===== config.mk =====
export PLATFORM = sky130hd
export DESIGN_NAME = me_result_fifo
export DESIGN_NICKNAME = d
export VERILOG_FILES = /design/src/rtl/me_result_fifo.sv
export SDC_FILE = /design/constraint.sdc
export NUM_CORES = 1
export LEC_CHECK = 0
export CAP_MARGIN = 0
export CORE_AREA = 2 2 232 143
export DETAILED_ROUTE_END_ITERATION = 7
export DIE_AREA = 0 0 234 145
export PLACE_DENSITY = 0.52
export SLEW_MARGIN = 20
export SYNTH_ARGS = -nofsm -noshare
export SYNTH_HDL_FRONTEND = slang
export SYNTH_SLANG_ARGS = --single-unit

===== constraint.sdc =====
create_clock -name clock -period 5.6 [get_ports clock]
set_input_delay 1.4 -clock clock [delete_from_list [all_inputs] [get_ports clock]]
set_output_delay 1.4 -clock clock [all_outputs]
set_load 0.01 [all_outputs]

===== src/rtl/me_result_fifo.sv =====
`default_nettype none
// ============================================================================
// Module   : me_result_fifo
// Purpose  : Captures MotionEstimator results (BestDist, motionX, motionY) on
//            me_done, tags each one with its raster block position, buffers it
//            in a show-ahead FIFO and hands it to the packer over valid/ready.
//            Also keeps per-frame bookkeeping: SAD sum, frame-done pulse and a
//            sticky overflow flag.
// Ports    : clock, reset (async, active-high)
//            frame_start            - clears frame bookkeeping / block position
//            me_done, BestDist,
//            motionX, motionY       - result strobe and payload
//            out_valid/out_ready    - output handshake, out_data = FIFO head
//            count                  - FIFO occupancy
//            frame_sad_sum          - saturating BestDist sum of accepted pushes
//            frame_done             - pulse after the frame's last block pops
//            overflow               - sticky, set when a push is dropped
//            skip_count             - (MV_SKIP_EN only) accepted skip blocks
// Options  : MV_SKIP_EN - adds skip flag as out_data[24] and skip_count port.
// Revision : 1.0 - initial release
// ============================================================================
module me_result_fifo #(
  parameter int DEPTH       = 8,
  parameter int BLOCKS_X    = 4,
  parameter int BLOCKS_Y    = 4,
  parameter int SKIP_THRESH = 8
) (
  input  logic                     clock,
  input  logic                     reset,
  input  logic                     frame_start,
  input  logic                     me_done,
  input  logic [7:0]               BestDist,
  input  logic [3:0]               motionX,
  input  logic [3:0]               motionY,
  output logic                     out_valid,
  input  logic                     out_ready,
`ifdef MV_SKIP_EN
  output logic [24:0]              out_data,
  output logic [7:0]               skip_count,
`else
  output logic [23:0]              out_data,
`endif
  output logic [$clog2(DEPTH):0]   count,
  output logic [15:0]              frame_sad_sum,
  output logic                     frame_done,
  output logic                     overflow
);

`ifdef MV_SKIP_EN
  localparam int DW = 25;
`else
  localparam int DW = 24;
`endif
  localparam int AW = $clog2(DEPTH);
  localparam int PW = 9;
  localparam logic [3:0]    LAST_X    = 4'(BLOCKS_X - 1);
  localparam logic [3:0]    LAST_Y    = 4'(BLOCKS_Y - 1);
  localparam logic [PW-1:0] TOTAL_P   = PW'(BLOCKS_X * BLOCKS_Y);
  localparam logic [AW:0]   CNT_ONE   = (AW+1)'(1);
  localparam logic [AW:0]   CNT_FULL  = (AW+1)'(DEPTH);

  logic [DW-1:0] mem_q [DEPTH];
  logic [AW-1:0] wptr_q, rptr_q, wptr_d, rptr_d, rptr_inc;
  logic [AW:0]   count_q, count_d;
  logic [3:0]    blkx_q, blky_q, blkx_d, blky_d, cur_x, cur_y;
  logic [PW-1:0] popcnt_q, popcnt_d, pc_base, pc_inc;
  logic [15:0]   sum_q, sum_d, sum_base;
  logic [16:0]   sum_ext;
  logic          ov_q, ov_d, done_q, done_d;
  logic [DW-1:0] data_q, data_d, entry;
  logic          pop, full, accept, drop;
`ifdef MV_SKIP_EN
  logic          skip_w;
  logic [7:0]    skip_q, skip_d, skip_base;
`endif

  assign pop      = (count_q != '0) && out_ready;
  assign full     = (count_q == CNT_FULL);
  // A pop in the same cycle frees a slot, so a full FIFO can still accept.
  assign accept   = me_done && (!full || pop);
  assign drop     = me_done && full && !pop;
  assign rptr_inc = rptr_q + AW'(1);

  // frame_start takes priority over the stored position for a coincident push.
  assign cur_x = frame_start ? 4'd0 : blkx_q;
  assign cur_y = frame_start ? 4'd0 : blky_q;

`ifdef MV_SKIP_EN
  assign skip_w = (BestDist <= 8'(SKIP_THRESH));
  assign entry  = {skip_w, cur_y, cur_x, BestDist, motionY, motionX};
`else
  assign entry  = {cur_y, cur_x, BestDist, motionY, motionX};
`endif

  always_comb begin
    // Position advances on every me_done, dropped or not, to keep tags aligned.
    blkx_d = cur_x;
    blky_d = cur_y;
    if (me_done) begin
      if (cur_x == LAST_X) begin
        blkx_d = 4'd0;
        blky_d = (cur_y == LAST_Y) ? 4'd0 : cur_y + 4'd1;
      end else begin
        blkx_d = cur_x + 4'd1;
      end
    end

    sum_base = frame_start ? 16'd0 : sum_q;
    sum_ext  = {1'b0, sum_base} + {9'd0, BestDist};
    sum_d    = sum_base;
    if (accept) sum_d = sum_ext[16] ? 16'hFFFF : sum_ext[15:0];

    pc_base  = frame_start ? '0 : popcnt_q;
    pc_inc   = pc_base + PW'(1);
    popcnt_d = pc_base;
    done_d   = 1'b0;
    if (pop) begin
      if (pc_inc == TOTAL_P) begin
        popcnt_d = '0;
        done_d   = 1'b1;
      end else begin
        popcnt_d = pc_inc;
      end
    end

    ov_d = (frame_start ? 1'b0 : ov_q) | drop;

    wptr_d  = accept ? wptr_q + AW'(1) : wptr_q;
    rptr_d  = pop ? rptr_inc : rptr_q;
    count_d = count_q;
    if (accept && !pop)      count_d = count_q + CNT_ONE;
    else if (!accept && pop) count_d = count_q - CNT_ONE;

    // Registered show-ahead head: a push into an (about to be) empty FIFO
    // becomes the head directly; otherwise a pop exposes the next stored
    // entry; an empty FIFO keeps the last head.
    data_d = data_q;
    if (accept && ((count_q == '0) || ((count_q == CNT_ONE) && pop)))
      data_d = entry;
    else if (pop && (count_q > CNT_ONE))
      data_d = mem_q[rptr_inc];

`ifdef MV_SKIP_EN
    skip_base = frame_start ? 8'd0 : skip_q;
    skip_d    = skip_base;
    if (accept && skip_w && (skip_base != 8'hFF)) skip_d = skip_base + 8'd1;
`endif
  end

  // Storage carries no reset; occupancy is governed by the pointers/count.
  always_ff @(posedge clock) begin
    if (accept) mem_q[wptr_q] <= entry;
  end

  always_ff @(posedge clock or posedge reset) begin
    if (reset) begin
      wptr_q   <= '0;
      rptr_q   <= '0;
      count_q  <= '0;
      blkx_q   <= 4'd0;
      blky_q   <= 4'd0;
      popcnt_q <= '0;
      sum_q    <= 16'd0;
      ov_q     <= 1'b0;
      done_q   <= 1'b0;
      data_q   <= '0;
`ifdef MV_SKIP_EN
      skip_q   <= 8'd0;
`endif
    end else begin
      wptr_q   <= wptr_d;
      rptr_q   <= rptr_d;
      count_q  <= count_d;
      blkx_q   <= blkx_d;
      blky_q   <= blky_d;
      popcnt_q <= popcnt_d;
      sum_q    <= sum_d;
      ov_q     <= ov_d;
      done_q   <= done_d;
      data_q   <= data_d;
`ifdef MV_SKIP_EN
      skip_q   <= skip_d;
`endif
    end
  end

  assign out_valid     = (count_q != '0);
  assign out_data      = data_q;
  assign count         = count_q;
  assign frame_sad_sum = sum_q;
  assign frame_done    = done_q;
  assign overflow      = ov_q;
`ifdef MV_SKIP_EN
  assign skip_count    = skip_q;
`endif

endmodule
`default_nettype wire


==> results of run 1 <==
-- flip-flops by register name, indices dropped and copies added, names as in the netlist --
name and flops:
count 4, blky_q 4, frame_done 1, out_data 24
blkx_q 4, wptr_q 3, frame_sad_sum 16, overflow 1
rptr_q 3, mem_q 192, popcnt_q 9
-- cells in the final DEF, fill, tap and decap left out, types with 4 or more instances in the layout --
cell type,instances
nand2b_1,5
a22oi_1,18
clkbuf_16,25
inv_1,13
nand4_1,8
edfxtp_1,192
o22a_1,9
and2_1,5
a21oi_1,12
o21ai_0,22
o211ai_1,4
dfrtp_1,68
mux2i_1,29
xor2_1,10
xnor2_1,16
nor2b_1,19
clkinv_2,5
a21o_1,4
clkbuf_1,5
nor3_2,4
nor3_1,4
nand2_1,24
mux4_2,48
buf_4,15
nand3_1,5
nor2_1,19
o21ai_1,5
and3_1,5
clkdlybuf4s50_1,67
ha_1,16
-- layer usage --
| layer | GRT usage [%] | vias to the layer above | part of all wire (%) | routed length [microns] |
|---|---|---|---|---|
| li1 | - | 2712 | - | - |
| met1 | 21.8 | 3217 | 48 | 11900 |
| met2 | 22.4 | 134 | 46 | 11200 |
| met3 | 2.73 | 31 | 4.4 | 1070 |
| met4 | 3.13 | 0 | 1.7 | 414 |
| met5 | 0 | - | 0 | 0 |
-- how the worst max path moves through the flow --
stage | endpoint | startpoint
6_report | frame_sad_sum[1]$_DFF_PP0_ | frame_start
5_1_grt | count[3]$_DFFE_PP0P_ | out_ready
4_1_cts | count[3]$_DFFE_PP0P_ | out_ready
3_5_place_dp | count[3]$_DFFE_PP0P_ | out_ready
3_3_place_gp | count[3]$_DFFE_PP0P_ | out_ready
2_1_floorplan | mem_q[0][0]$_DFFE_PP_ | me_done
-- critical path, cell delays in order --
cell and delay [ns]:
clkdlybuf4s50_1 0.64, buf_4 0.44, nor2b_1 0.12, ha_1 0.39, nand3_1 0.12, o22ai_1 0.24
nor3_1 0.16, o41ai_4 0.56, o22a_1 0.25
-- cells by family after synthesis --
| family | Yosys count | share of synthesized area, % |
|---|---|---|
| adder cells (fa/ha/maj) | 18 | 2.12 |
| multiplexers | 80 | 12.8 |
| AND/OR/NAND/NOR | 121 | 6.01 |
| AO/OA/AOI/OAI | 99 | 6.55 |
| flip-flops | 261 | 68.2 |
| buffers and inverters | 46 | 2.23 |
| XOR/XNOR | 27 | 2.15 |
-- power groups by stage --
stage	sequential, uW	clock [uW]	combinational [uW]
3_5_place_dp	2660	0	2260
6_report	2620	1660	2220
5_1_grt	2660	1780	2420
3_3_place_gp	2650	0	2230
4_1_cts	2630	1710	2280
2_1_floorplan	2660	0	1470
-- area by class of cell --
class,count,area [sq um],share of cell area (%)
Inverter,15,56.3,0.433
Timing Repair Buffer,83,795,6.12
Sequential cell,261,7490,57.7
Multi-Input combinational cell,345,3320,25.6
Clock buffer,32,672,5.17
Tap cell,424,531,4.08
Clock inverter,13,125,0.963
-- through the flow --
step                      utilization (%)  setup WS, ns  hold WS [ns]
after floorplan                         -         0.978         0.450
final                                40.8          1.73         0.508
after global routing                 40.8          1.49         0.529
after global placement               38.3          1.28         0.487
after CTS                            40.8          1.74         0.506
after detailed placement             38.3          1.20         0.491
==> results.cfg, run 1 <==
[cts]
postCtsSetupBuffers = 0
numCtsBuffers = 25
cts_root_buf = clkbuf_16
cts_tree = yes
clk_latency_ns = 0.52
clkSlewWorstSetupHoldPaths_ns = 0.07
cts_hold_buf = 0
ctsLongestPathBuffers = 3
htree_levels = 1
cts_resized = 0
cts_sinks = 261

[drt]
vias_per_cell = 5.20
final_antenna_net_count = 0
drt-total-wl_microns = 24600
drt-wirelength-per-cell_microns = 21.0
drt_pre_antenna_iters = 6
drc = 0
drtIter0Drc = 368
via_count = 6094

[placement]
place.gp.congestion = 0.812
port_buffers = 67
hpwl_microns = 14900
place_inst = 1128
placed_area_sq_um = 12200

[finish]
diodes = 0
fillers = 2860
area_growth_pct = 18.2
design_area_sq_um = 13000
drive_gt1_share_pct = 17.2
fin_nets = 770
stdcell_count = 1173

[pwr]
vdd_drop_max_mv = 0.228
p_clk_share_pct = 25.5
internal-power_uw = 4440
combPwrFrac_pct = 34.2
p_per_area_nw_per_um2 = 501
power_frac_seq_pct = 40.3
p_total_uw = 6510
p_sw_share_pct = 31.7
p_sw_uw = 2060
p_leak_uw = 0.00462

[timing]
fmax_mhz = 258
period_needed_ns = 3.87
maxSlewHeadroom_pct = 42.0
slew_violations = 0
grt_setup_unrepaired = no
worst_slew_pin_slew_ns = 0.870
period_share_pct = 69.1
hold_viol_final = 0
setup-violations-final = 0
setup_tns_ns = 0
finalClockSkew_ns = 0.00979

[synthesis]
synth_top_cell_area_share_pct = 52.5
ys_types = 65
synth_edf_count = 192
async_flop_share_pct = 26.4
syn_nets = 691
avgSynthCellArea_sq_um = 16.9
syn_area_sq_um = 11000
netlist_instances = 652
synth_top_area_cell = edfxtp_1
synth_area_leaders = edfxtp_1 52%, dfrtp_1 16%, mux4_2 9.8%
synth_commonest_cells = 192 x edfxtp_1, 69 x dfrtp_1, 48 x mux4_2
yosysSeqAreaShare_pct = 68.2
synth-seq-cells = 261
yosysMostFrequentCell = edfxtp_1
synthFlopType = edfxtp_1
synth_warnings = 0

[flow_run]
maxCapViolCount = 0

[global_route]
first_global_vias = 6357
grt_use_total_pct = 14.7
antenna_found_initial = 0
grt_max_degree = 50
grt_pass1_wl_microns = 38100
grt_overflow = 0

[die]
die_area_sq_um = 33900
rows = 51
die_h_microns = 145
start_util_pct = 34.5
core_sq_um = 31800
die_x_microns = 234
io_pins = 68

[critical_path]
endpoint_kind = flop
worst-path-max-fanout = 41
setup.worst_path.class = input pin to flop
ff2ff_path_depth = 9
cp.arrival_ns = 4.33
timing.rr.end = count[3]$_DFFE_PP0P_
timing.rr.start = count[0]$_DFFE_PP0P_
cp_data_required_time_ns = 6.06
regToRegSetupSlack_ns = 2.46
startpoint_type = input pin

[worst_hold_path]
hold_path.startpoint = rptr_q[1]$_DFFE_PP0P_
holdPathStages = 2
min_to = rptr_q[1]$_DFFE_PP0P_
hold_class = flop to flop

[status]
status = complete, no violations
No activity file was read; power rests on OpenSTA's default activity.
==> run 2: changes to the inputs <==
--- a/config.mk
+++ b/config.mk
@@ -9,7 +9,7 @@
 export CORE_AREA = 2 2 232 143
 export DETAILED_ROUTE_END_ITERATION = 7
 export DIE_AREA = 0 0 234 145
-export PLACE_DENSITY = 0.52
+export PLACE_DENSITY = 0.54
 export SLEW_MARGIN = 20
 export SYNTH_ARGS = -nofsm -noshare
 export SYNTH_HDL_FRONTEND = slang
==> constraint.sdc (replaced) <==
create_clock -name clock -period 3.3 [get_ports clock]
set_input_delay 0.825 -clock clock [delete_from_list [all_inputs] [get_ports clock]]
set_output_delay 0.825 -clock clock [all_outputs]
set_load 0.01 [all_outputs]
==> run 2 against run 1 <==
  * Sequential share of layout area fell by 1.7 points
  * Routed wire length rose by 2.9%
  * Register-to-register slack got worse by 1.7 ns
  * Highest routed layer unchanged
  * Critical path depth fell by 5
  * Sequential cell count did not move
  * Sequential power rose by 71%
  * Critical endpoint is now out_valid
  * Clock skew fell by 0.00050 ns
  * Cell area rose by 3.0%
  * Count of clock-buffer cells in the layout rose by 5
  * Non-clock buffer count rose by 24
  * Core utilization rose by 1.2 points
  * Largest power group unchanged
==> results.cfg, run 2 (synthesis gave the netlist of run 1 again) <==
[drt]
final_antenna_net_count = 0
drc = 0
drt_pre_antenna_iters = 4
dr_wl_met2_microns = 11800
wl_met3_microns = 1310
top_layer_used = met4
via_count = 6172
drt-total-wl_microns = 25300
vias_per_cell = 5.14
drtIter0Drc = 486
wl_met1_microns = 11900
drt-wirelength-per-cell_microns = 21.1

[timing]
grt_setup_unrepaired = no
finalClockSkew_ns = 0.00929
worst_slew_pin_slew_ns = 0.741
period_share_pct = 92.1
fmax_mhz = 329
period_needed_ns = 3.04
hold_viol_final = 0
setup_ws_ns = 0.260
slew_violations = 0
whs_ns = 0.488
maxSlewHeadroom_pct = 50.5
setup-violations-final = 0

[critical_path]
cp_data_required_time_ns = 2.47
regToRegSetupSlack_ns = 0.77
cp.arrival_ns = 2.21
timing.rr.start = count[0]$_DFFE_PP0P_
ff2ff_path_depth = 9
timing.rr.end = count[3]$_DFFE_PP0P_
setup.worst_path.class = flop to output pin
worst-path-max-fanout = 7
startpoint_type = flop
endpoint_kind = output pin

[finish]
final_common_cell = edfxtp_1
diodes = 0
drive_gt1_share_pct = 19.8
largest_register_ffs = 192
fin_nets = 796
largest_register = mem_q
area_growth_pct = 21.8
design_area_sq_um = 13400
fillers = 2829
mostFrequentLayoutCells = 192 x edfxtp_1, 68 x dfrtp_1, 67 x clkdlybuf4s50_1

[pwr]
power_frac_seq_pct = 39.6
internal-power_uw = 7740
combPwrFrac_pct = 35.1
p_clk_share_pct = 25.3
p_sw_uw = 3560
vdd_drop_max_mv = 0.398
p_leak_uw = 0.00481
p_per_area_nw_per_um2 = 844
p_total_uw = 11300
p_sw_share_pct = 31.5

[global_route]
first_global_vias = 6433
antenna_found_initial = 0
grt_overflow = 0
grt_max_degree = 50
grt_use_total_pct = 15.4
grt_pass1_wl_microns = 39600

[cts]
cts_resized = 0
cts_hold_buf = 0
htree_levels = 1
postCtsSetupBuffers = 0
clk_latency_ns = 0.53
cts_tree = yes
numCtsBuffers = 27
cts_sinks = 261
clkSlewWorstSetupHoldPaths_ns = 0.06
cts_root_buf = clkbuf_16
ctsLongestPathBuffers = 3

[status]
status = complete, no violations

[die]
die_x_microns = 234
io_pins = 68
rows = 51
die_area_sq_um = 33900
core_sq_um = 31800
start_util_pct = 34.5
die_h_microns = 145

[placement]
place.gp.congestion = 0.843
post-place-ws_ns = -0.0865
placed_area_sq_um = 12600
port_buffers = 67
hpwl_microns = 15000

[worst_hold_path]
hold_path.startpoint = rptr_q[1]$_DFFE_PP0P_
min_to = rptr_q[1]$_DFFE_PP0P_
holdPathStages = 2
hold_class = flop to flop

[flow_run]
maxCapViolCount = 0
==> run 2: changes by cell type in the layout (fill, tap and decap cells not counted), sizes merged <==
cell	delta
inv	+1
bufinv	-1
clkinvlp	-2
buf	+24
clkinv	+1
clkbuf	+5
==> run 2: cell type report <==
cell class,count,area (sq um),area share [%]
clock buffers,37,733,5.48
repair buffers,107,1150,8.56
multi-input cells,345,3330,24.9
well taps,424,531,3.96
flip-flops and latches,261,7490,56.0
inverters,15,56.3,0.421
clock inverters,12,90.1,0.673
==> run 2: critical path, cell delays in order (launching register included) <==
cell and delay [ns]:
dfrtp_1 0.46, inv_1 0.09, ha_1 0.20, or3b_4 0.43
clkdlybuf4s50_1 0.50
==> run 2: stage by stage <==
stage | util (%) | instances | TNS (ns)
floorplan | - | 652 | -9.15
global route | 42.0 | 1201 | 0
detailed placement | 39.4 | 1152 | -0.561
finish | 42.0 | 1201 | 0
CTS | 42.0 | 1201 | 0
global placement | 39.4 | 1152 | -0.574
==> run 2: per-layer routing <==
layer | vias to the layer above | track usage, %
met5 | - | 0
met4 | 0 | 2.72
met3 | 26 | 2.85
met2 | 145 | 23.6
met1 | 3218 | 23.0
li1 | 2783 | -
==> run 2: worst max-delay path by stage <==
stage | start | endpoint
floorplan | me_done | mem_q[2][0]$_DFFE_PP_
global placement | frame_start | frame_sad_sum[4]$_DFF_PP0_
detailed placement | frame_start | frame_sad_sum[6]$_DFF_PP0_
CTS | count[0]$_DFFE_PP0P_ | out_valid
global route | count[1]$_DFFE_PP0P_ | out_valid
finish | count[0]$_DFFE_PP0P_ | out_valid
==> run 2: power groups by stage <==
stage	clock, uW	combinational (uW)	sequential [uW]
CTS	2930	4050	4480
global route	3060	4300	4540
global placement	0	3980	4510
detailed placement	0	4040	4540
floorplan	0	2490	4520
finish	2860	3960	4480
